### config.mk
export PLATFORM = sky130hd
export DESIGN_NAME = tex_sampler
export DESIGN_NICKNAME = d
export VERILOG_FILES = /design/src/rtl/tex_sampler_pkg.sv /design/src/rtl/tex_sampler_lerp.sv /design/src/rtl/tex_sampler.sv
export SDC_FILE = /design/constraint.sdc
export NUM_CORES = 2
export LEC_CHECK = 0
export BUFFER_PORTS_ARGS = -buffer_cell sky130_fd_sc_hd__buf_2
export CAP_MARGIN = 0
export CORE_MARGIN = 3
export CORE_UTILIZATION = 52
export DETAILED_ROUTE_END_ITERATION = 8
export PLACE_DENSITY = 0.81
export RECOVER_POWER = 50
export SETUP_SLACK_MARGIN = 0.4
export SLEW_MARGIN = 20
export SYNTH_ARGS = -nofsm -noshare
export SYNTH_HDL_FRONTEND = slang
export SYNTH_SLANG_ARGS = --single-unit
### constraint.sdc
create_clock -name clk -period 8.2 [get_ports clk]
set_clock_uncertainty 0.05 [all_clocks]
set_input_delay 1.64 -clock clk [delete_from_list [all_inputs] [get_ports clk]]
set_output_delay 1.64 -clock clk [all_outputs]
set_load 0.1 [all_outputs]
### src/rtl/tex_sampler_pkg.sv
// Shared definitions for the texture sampler: texel format codes, blend width and the
// storage-format to A8R8G8B8 unpack function.
package tex_sampler_pkg;

  localparam int unsigned TEX_FORMAT_BITS = 3;
  localparam int unsigned TEX_BLEND_FRAC  = 8;

  localparam logic [TEX_FORMAT_BITS-1:0] TEX_FORMAT_A8R8G8B8 = 3'd0;
  localparam logic [TEX_FORMAT_BITS-1:0] TEX_FORMAT_R5G6B5   = 3'd1;
  localparam logic [TEX_FORMAT_BITS-1:0] TEX_FORMAT_A1R5G5B5 = 3'd2;
  localparam logic [TEX_FORMAT_BITS-1:0] TEX_FORMAT_A4R4G4B4 = 3'd3;
  localparam logic [TEX_FORMAT_BITS-1:0] TEX_FORMAT_A8L8     = 3'd4;
  localparam logic [TEX_FORMAT_BITS-1:0] TEX_FORMAT_L8       = 3'd5;
  localparam logic [TEX_FORMAT_BITS-1:0] TEX_FORMAT_A8       = 3'd6;

  // Narrow channels widen by replicating their top bits into the vacated low bits.
  function automatic logic [31:0] tex_unpack(input logic [TEX_FORMAT_BITS-1:0] format,
                                             input logic [31:0] texel);
    logic [31:0] c;
    c = '0;
    case (format)
      TEX_FORMAT_A8R8G8B8: c = texel;
      TEX_FORMAT_R5G6B5:   c = {8'hFF, texel[15:11], texel[15:13], texel[10:5], texel[10:9],
                                texel[4:0], texel[4:2]};
      TEX_FORMAT_A1R5G5B5: c = {{8{texel[15]}}, texel[14:10], texel[14:12], texel[9:5],
                                texel[9:7], texel[4:0], texel[4:2]};
      TEX_FORMAT_A4R4G4B4: c = {texel[15:12], texel[15:12], texel[11:8], texel[11:8],
                                texel[7:4], texel[7:4], texel[3:0], texel[3:0]};
      TEX_FORMAT_A8L8:     c = {texel[15:8], {3{texel[7:0]}}};
      TEX_FORMAT_L8:       c = {8'hFF, {3{texel[7:0]}}};
      TEX_FORMAT_A8:       c = {texel[7:0], 24'h0};
      default:             c = '0;
    endcase
    return c;
  endfunction

endpackage

### src/rtl/tex_sampler_lerp.sv
// Four-channel combinational lerp of two A8R8G8B8 colours by one 8-bit weight:
// y = (a*(256-f) + b*f + 128) >> 8 per channel.
module tex_sampler_lerp import tex_sampler_pkg::*; (
  input  logic [31:0]               a,
  input  logic [31:0]               b,
  input  logic [TEX_BLEND_FRAC-1:0] f,
  output logic [31:0]               y
);

  for (genvar c = 0; c < 4; c++) begin : gen_ch
    logic [16:0] acc;
    // Sum never exceeds 255*256+128, so 17 bits hold it and the result fits 8 bits.
    assign acc = 17'(a[c*8 +: 8]) * (17'd256 - 17'(f)) + 17'(b[c*8 +: 8]) * 17'(f) + 17'd128;
    assign y[c*8 +: 8] = 8'(acc >> 8);
  end

endmodule

### src/rtl/tex_sampler.sv
// Texture filter: S1 unpack, S2 horizontal lerp, S3 vertical lerp, with one global stall.
// Optional perf counters enabled by defining TEX_SAMPLER_PERF_EN.
module tex_sampler import tex_sampler_pkg::*; #(
  parameter string       INSTANCE_ID = "",
  parameter int unsigned NUM_LANES   = 1,
  parameter int unsigned REQ_INFOW   = 1,
  parameter int unsigned FRAC_BITS   = 8
) (
  input  logic                            clk,
  input  logic                            reset,
  input  logic                            req_valid,
  input  logic [NUM_LANES-1:0]            req_mask,
  input  logic [TEX_FORMAT_BITS-1:0]      req_format,
  input  logic                            req_filter,
  input  logic [NUM_LANES*2*FRAC_BITS-1:0] req_blends,
  input  logic [NUM_LANES*4*32-1:0]       req_data,
  input  logic [REQ_INFOW-1:0]            req_info,
  output logic                            req_ready,
  output logic                            rsp_valid,
  output logic [NUM_LANES-1:0]            rsp_mask,
  output logic [NUM_LANES*32-1:0]         rsp_data,
  output logic [REQ_INFOW-1:0]            rsp_info,
`ifdef TEX_SAMPLER_PERF_EN
  output logic [31:0]                     perf_stalls,
  output logic [31:0]                     perf_reqs,
`endif
  input  logic                            rsp_ready
);

  if (FRAC_BITS != TEX_BLEND_FRAC) begin : gen_frac_check
    $error("%s: tex_sampler supports FRAC_BITS == 8 only", INSTANCE_ID);
  end

  logic                                          s1_valid, s2_valid, s3_valid;
  logic [NUM_LANES-1:0]                          s1_mask, s2_mask, s3_mask;
  logic [REQ_INFOW-1:0]                          s1_info, s2_info, s3_info;
  logic                                          s1_filter;
  logic [NUM_LANES-1:0][3:0][31:0]               s1_tex, unpacked;
  logic [NUM_LANES-1:0][TEX_BLEND_FRAC-1:0]      s1_fu, s1_fv, s2_fv;
  logic [NUM_LANES-1:0][31:0]                    s2_h0, s2_h1, s3_col;
  logic [NUM_LANES-1:0][31:0]                    lerp_h0, lerp_h1, lerp_v, h0_d, h1_d;
  logic                                          en;

  assign en        = ~s3_valid | rsp_ready;
  assign req_ready = en & ~reset;

  always_comb begin
    unpacked = '0;
    for (int l = 0; l < NUM_LANES; l++) begin
      for (int k = 0; k < 4; k++) begin
        unpacked[l][k] = tex_unpack(req_format, req_data[(l*4+k)*32 +: 32]);
      end
    end
  end

  for (genvar l = 0; l < NUM_LANES; l++) begin : gen_lane
    tex_sampler_lerp u_lerp_h0 (.a(s1_tex[l][0]), .b(s1_tex[l][1]), .f(s1_fu[l]), .y(lerp_h0[l]));
    tex_sampler_lerp u_lerp_h1 (.a(s1_tex[l][2]), .b(s1_tex[l][3]), .f(s1_fu[l]), .y(lerp_h1[l]));
    tex_sampler_lerp u_lerp_v  (.a(s2_h0[l]), .b(s2_h1[l]), .f(s2_fv[l]), .y(lerp_v[l]));

    // Point mode feeds t0 to both rows; lerp(x, x, f) == x, so S3 passes it unchanged.
    assign h0_d[l] = s1_filter ? lerp_h0[l] : s1_tex[l][0];
    assign h1_d[l] = s1_filter ? lerp_h1[l] : s1_tex[l][0];

    assign rsp_data[l*32 +: 32] = s3_mask[l] ? s3_col[l] : 32'h0;
  end

  always_ff @(posedge clk or posedge reset) begin
    if (reset) begin
      s1_valid  <= 1'b0;
      s1_mask   <= '0;
      s1_info   <= '0;
      s1_filter <= 1'b0;
      s1_tex    <= '0;
      s1_fu     <= '0;
      s1_fv     <= '0;
      s2_valid  <= 1'b0;
      s2_mask   <= '0;
      s2_info   <= '0;
      s2_h0     <= '0;
      s2_h1     <= '0;
      s2_fv     <= '0;
      s3_valid  <= 1'b0;
      s3_mask   <= '0;
      s3_info   <= '0;
      s3_col    <= '0;
    end else if (en) begin
      s1_valid  <= req_valid;
      s1_mask   <= req_mask;
      s1_info   <= req_info;
      s1_filter <= req_filter;
      s1_tex    <= unpacked;
      for (int l = 0; l < NUM_LANES; l++) begin
        s1_fu[l] <= req_blends[l*2*FRAC_BITS +: TEX_BLEND_FRAC];
        s1_fv[l] <= req_blends[l*2*FRAC_BITS+FRAC_BITS +: TEX_BLEND_FRAC];
      end
      s2_valid  <= s1_valid;
      s2_mask   <= s1_mask;
      s2_info   <= s1_info;
      s2_h0     <= h0_d;
      s2_h1     <= h1_d;
      s2_fv     <= s1_fv;
      s3_valid  <= s2_valid;
      s3_mask   <= s2_mask;
      s3_info   <= s2_info;
      s3_col    <= lerp_v;
    end
  end

  assign rsp_valid = s3_valid;
  assign rsp_mask  = s3_mask;
  assign rsp_info  = s3_info;

`ifdef TEX_SAMPLER_PERF_EN
  always_ff @(posedge clk or posedge reset) begin
    if (reset) begin
      perf_stalls <= '0;
      perf_reqs   <= '0;
    end else begin
      if (s3_valid && !rsp_ready) perf_stalls <= perf_stalls + 32'd1;
      if (req_valid && req_ready) perf_reqs   <= perf_reqs + 32'd1;
    end
  end
`endif

endmodule

==> flow_summary_export.csv <==
group,metric,value,unit
hold_path,hp-class,"flip-flop to flip-flop",
yosys,yosys_warnings,0,
status,status,"complete, but fails checks",
layout,multi_input_area,52700,um^2
worst_setup_path,path_max_fanout,21,
drt,wire_per_inst,20.1,um
status,failed_checks,"max-capacitance violations, max-slew violations",
drt,wl,187000,um
global_route,grt_pass1_wl,300000,um
drt,antenna_left,0,
drt,drcViolationCount,0,
yosys,yosys.area.top_type,"fa_1",
yosys,synth_ff_type,"dfrtp_1",
clock_network,clk_pin_slew,0.06,ns
yosys,synth_seq_cells,258,
sta,setup_viol,0,
layout,fin_util,55.4,%
clock_network,htreeDepth,2,
global_route,grtUsageTotal,28.7,%
worst_setup_path,r2r_setup_slack,0.77,ns
yosys,syn-num-nets,9776,
worst_setup_path,critPathLaunchType,"flip-flop",
floorplan,start_util,52.5,%
sta,max_slew_margin,-113,%
drt,vias,51759,
sta,fmax,0.135,GHz
drt,wl_met2,86000,um
clock_network,clock-sinks,258,
clock_network,clockRootBuffer,"clkbuf_16",
sta,post-route-period-util,90.6,%
yosys,seq_area_frac_synth,9.61,%
clock_network,cts_hold_buffers,0,
yosys,avgSynthCellArea,8.81,um^2
layout,synthToLayoutAreaGrowth,5.43,%
layout,fin_nets,9692,
placement,portBuffers,189,
floorplan,die_x,366,um
yosys,synthesis.area,67200,um^2
layout,drive_gt1_share,5.57,%
layout,fillCellCount,10976,
sta,max_slew.worst_pin.slew,3.19,ns
yosys,synth-edff-count,0,
drt,maxUsedRoutingLayer,"met5",
floorplan,io_pins,190,
worst_setup_path,worstPathArrival,7.85,ns
clock_network,numCtsBuffers,34,
sta,report.final.hold_viol_count,0,
sta,fin_setup_tns,0,ns
sta,rsz0062_at_grt,"no",
placement,dpl.hpwl,148000,um
placement,routabilityCongestion,0.963,
yosys,synth_cells,7630,
yosys,synthArstFlopShare,100,%
drt,dr_wl_met3,18000,um
floorplan,die_area,134000,um^2
worst_setup_path,path_class,"flip-flop to flip-flop",
placement,dpl-instance-area,69800,um^2
global_route,grt_overflow,0,
sta,timing.final.max_slew_violations,465,
drt,vias_per_cell,5.56,
run,drv_cap,9,
drt,drt-initial-drc-count,4147,
layout,seq_area,6470,um^2
layout,final_area,70900,um^2
clock_network,cts_tree,"yes",
clock_network,clock_path_buffers,3,
global_route,grt_max_degree,164,
drt,met1_length,71500,um
global_route,grt_pass1_vias,55668,
floorplan,core_region_area,128000,um^2
yosys,yosysUniqueCellTypes,69,
global_route,antenna_found_initial,4,
yosys,synthTopCellsByArea,"fa_1 36%, ha_1 15%, and2_1 10%",
floorplan,rows,131,
sta,post-route-min-period,7.43,ns
clock_network,clk_latency,0.60,ns
worst_setup_path,crit_required,8.62,ns
drt,dr.pass1.iters,6,
yosys,yosysTopAreaCellShare,35.7,%
worst_setup_path,endpoint_kind,"flip-flop",
floorplan,fp.dieH,366,um
[cell usage after synthesis (20+ instances only)]
| cell | n |
|---|---|
| inv_1 | 1765 |
| fa_1 | 1200 |
| and2_1 | 1092 |
| nand2_1 | 840 |
| ha_1 | 792 |
| clkbuf_1 | 324 |
| dfrtp_1 | 258 |
| nor2_1 | 197 |
| o21ai_0 | 193 |
| a21oi_1 | 190 |
| xnor2_1 | 116 |
| buf_1 | 72 |
| a22oi_1 | 67 |
| mux2i_1 | 63 |
| xor2_1 | 54 |
| a22o_1 | 41 |
| mux4_2 | 34 |
| nor2b_1 | 25 |
| o22ai_1 | 25 |
| nand4_1 | 23 |
| a31oi_1 | 22 |
| a221oi_1 | 20 |
| nor3_1 | 20 |
[path summary, 6_finish.rpt]
kind                            startpoint         end  cells after the start
worst max register to register    s1_fu[2]   s2_h0[23]                     24
worst min register to register  s3_col[25]  s3_col[25]                      2
max in group asynchronous            reset   s3_col[0]                      4
min in group asynchronous            reset  s3_col[14]                      2
worst min-delay path            s3_col[25]  s3_col[25]                      2
worst max-delay path              s1_fu[2]   s2_h0[23]                     24
[state kept, by name, summed over array words and instances (netlist names)]
signal and count:
rsp_mask 1, s1_tex 128, s1_mask 1, s1_info 1, s1_filter 1, s2_valid 1
rsp_valid 1, s2_fv 8, s1_fu 8, s3_col 32, s2_h0 32, s1_fv 8
s2_info 1, s2_h1 32, rsp_info 1, s2_mask 1, s1_valid 1
[cells in the final DEF (no fill, tap or decap), drive strengths merged, types with 25 or more instances in the layout]
cell / Yosys / routed
xnor2: 116 / 116
buf: 87 / 280
nor2b: 25 / 25
ha: 792 / 792
a22oi: 67 / 67
dfrtp: 258 / 258
nor2: 197 / 197
mux4: 34 / 34
o21ai: 198 / 198
fa: 1200 / 1200
a21oi: 191 / 191
inv: 1765 / 1768
clkbuf: 324 / 53
a22o: 41 / 41
o22ai: 25 / 25
xor2: 54 / 55
mux2i: 63 / 63
and2: 1092 / 1092
nand2: 840 / 840
[area by class of cell]
type / count / share of cell area, %
clock inverters: 18 / 0.231
repair buffers: 290 / 2.46
clock buffers: 43 / 1.32
flip-flops and latches: 258 / 9.13
multi-input cells: 5195 / 74.4
diodes: 1 / 0.00353
well taps: 1729 / 3.05
inverters: 1767 / 9.36
[routing by layer]
| metal | global-route usage (%) | up-vias |
|---|---|---|
| met1 | 36.5 | 25863 |
| met3 | 5.79 | 575 |
| met2 | 46.6 | 2603 |
| met5 | 0 | - |
| met4 | 14.8 | 4 |
| li1 | - | 22714 |
[worst max-delay path, stage by stage (launching register included)]
cell      delay (ns)
dfrtp_2         0.53
nor3_1          0.32
nand3_2         0.31
xor2_4          0.28
buf_4           0.28
and2_1          0.22
fa_1            0.54
inv_1           0.06
fa_1            0.50
fa_1            0.53
inv_1           0.06
fa_1            0.50
fa_1            0.50
inv_1           0.05
fa_1            0.47
inv_1           0.04
ha_1            0.20
nor3_1          0.20
nand3_1         0.16
o311ai_0        0.57
o21ai_0         0.32
nor3_1          0.19
a21oi_1         0.11
nor4_1          0.27
nor4_1          0.08
[kinds of logic after synthesis]
group	share of synthesized area [%]
DFF	9.61
and+or+nand+nor	17.3
AOI/OAI and AO/OA	6.14
adders and majority gates	50.5
muxes	2.09
buffers and inverters	12.2
xor gates and xnor gates	2.22
[per-stage QoR]
| step | std cells | hold WS [ns] | worst slack (ns) |
|---|---|---|---|
| 6_report | 9301 | 0.415 | 0.774 |
| 5_1_grt | 9301 | 0.438 | 0.432 |
| 4_1_cts | 9297 | 0.418 | 0.547 |
| 3_5_place_dp | 9236 | 0.398 | 0.554 |
| 2_1_floorplan | 7630 | 0.380 | 1.26 |
| 3_3_place_gp | 9236 | 0.391 | 0.795 |
[repair_timing]
item / in CTS / in global routing
setup endpoints to repair: 0 / 8
gates resized for setup: 0 / 3
setup buffers: 0 / 2
hold endpoints to repair: 0 / 0
Power is not shown: default switching activity piles up to over one toggle a cycle in this logic, so the estimate is an artifact.
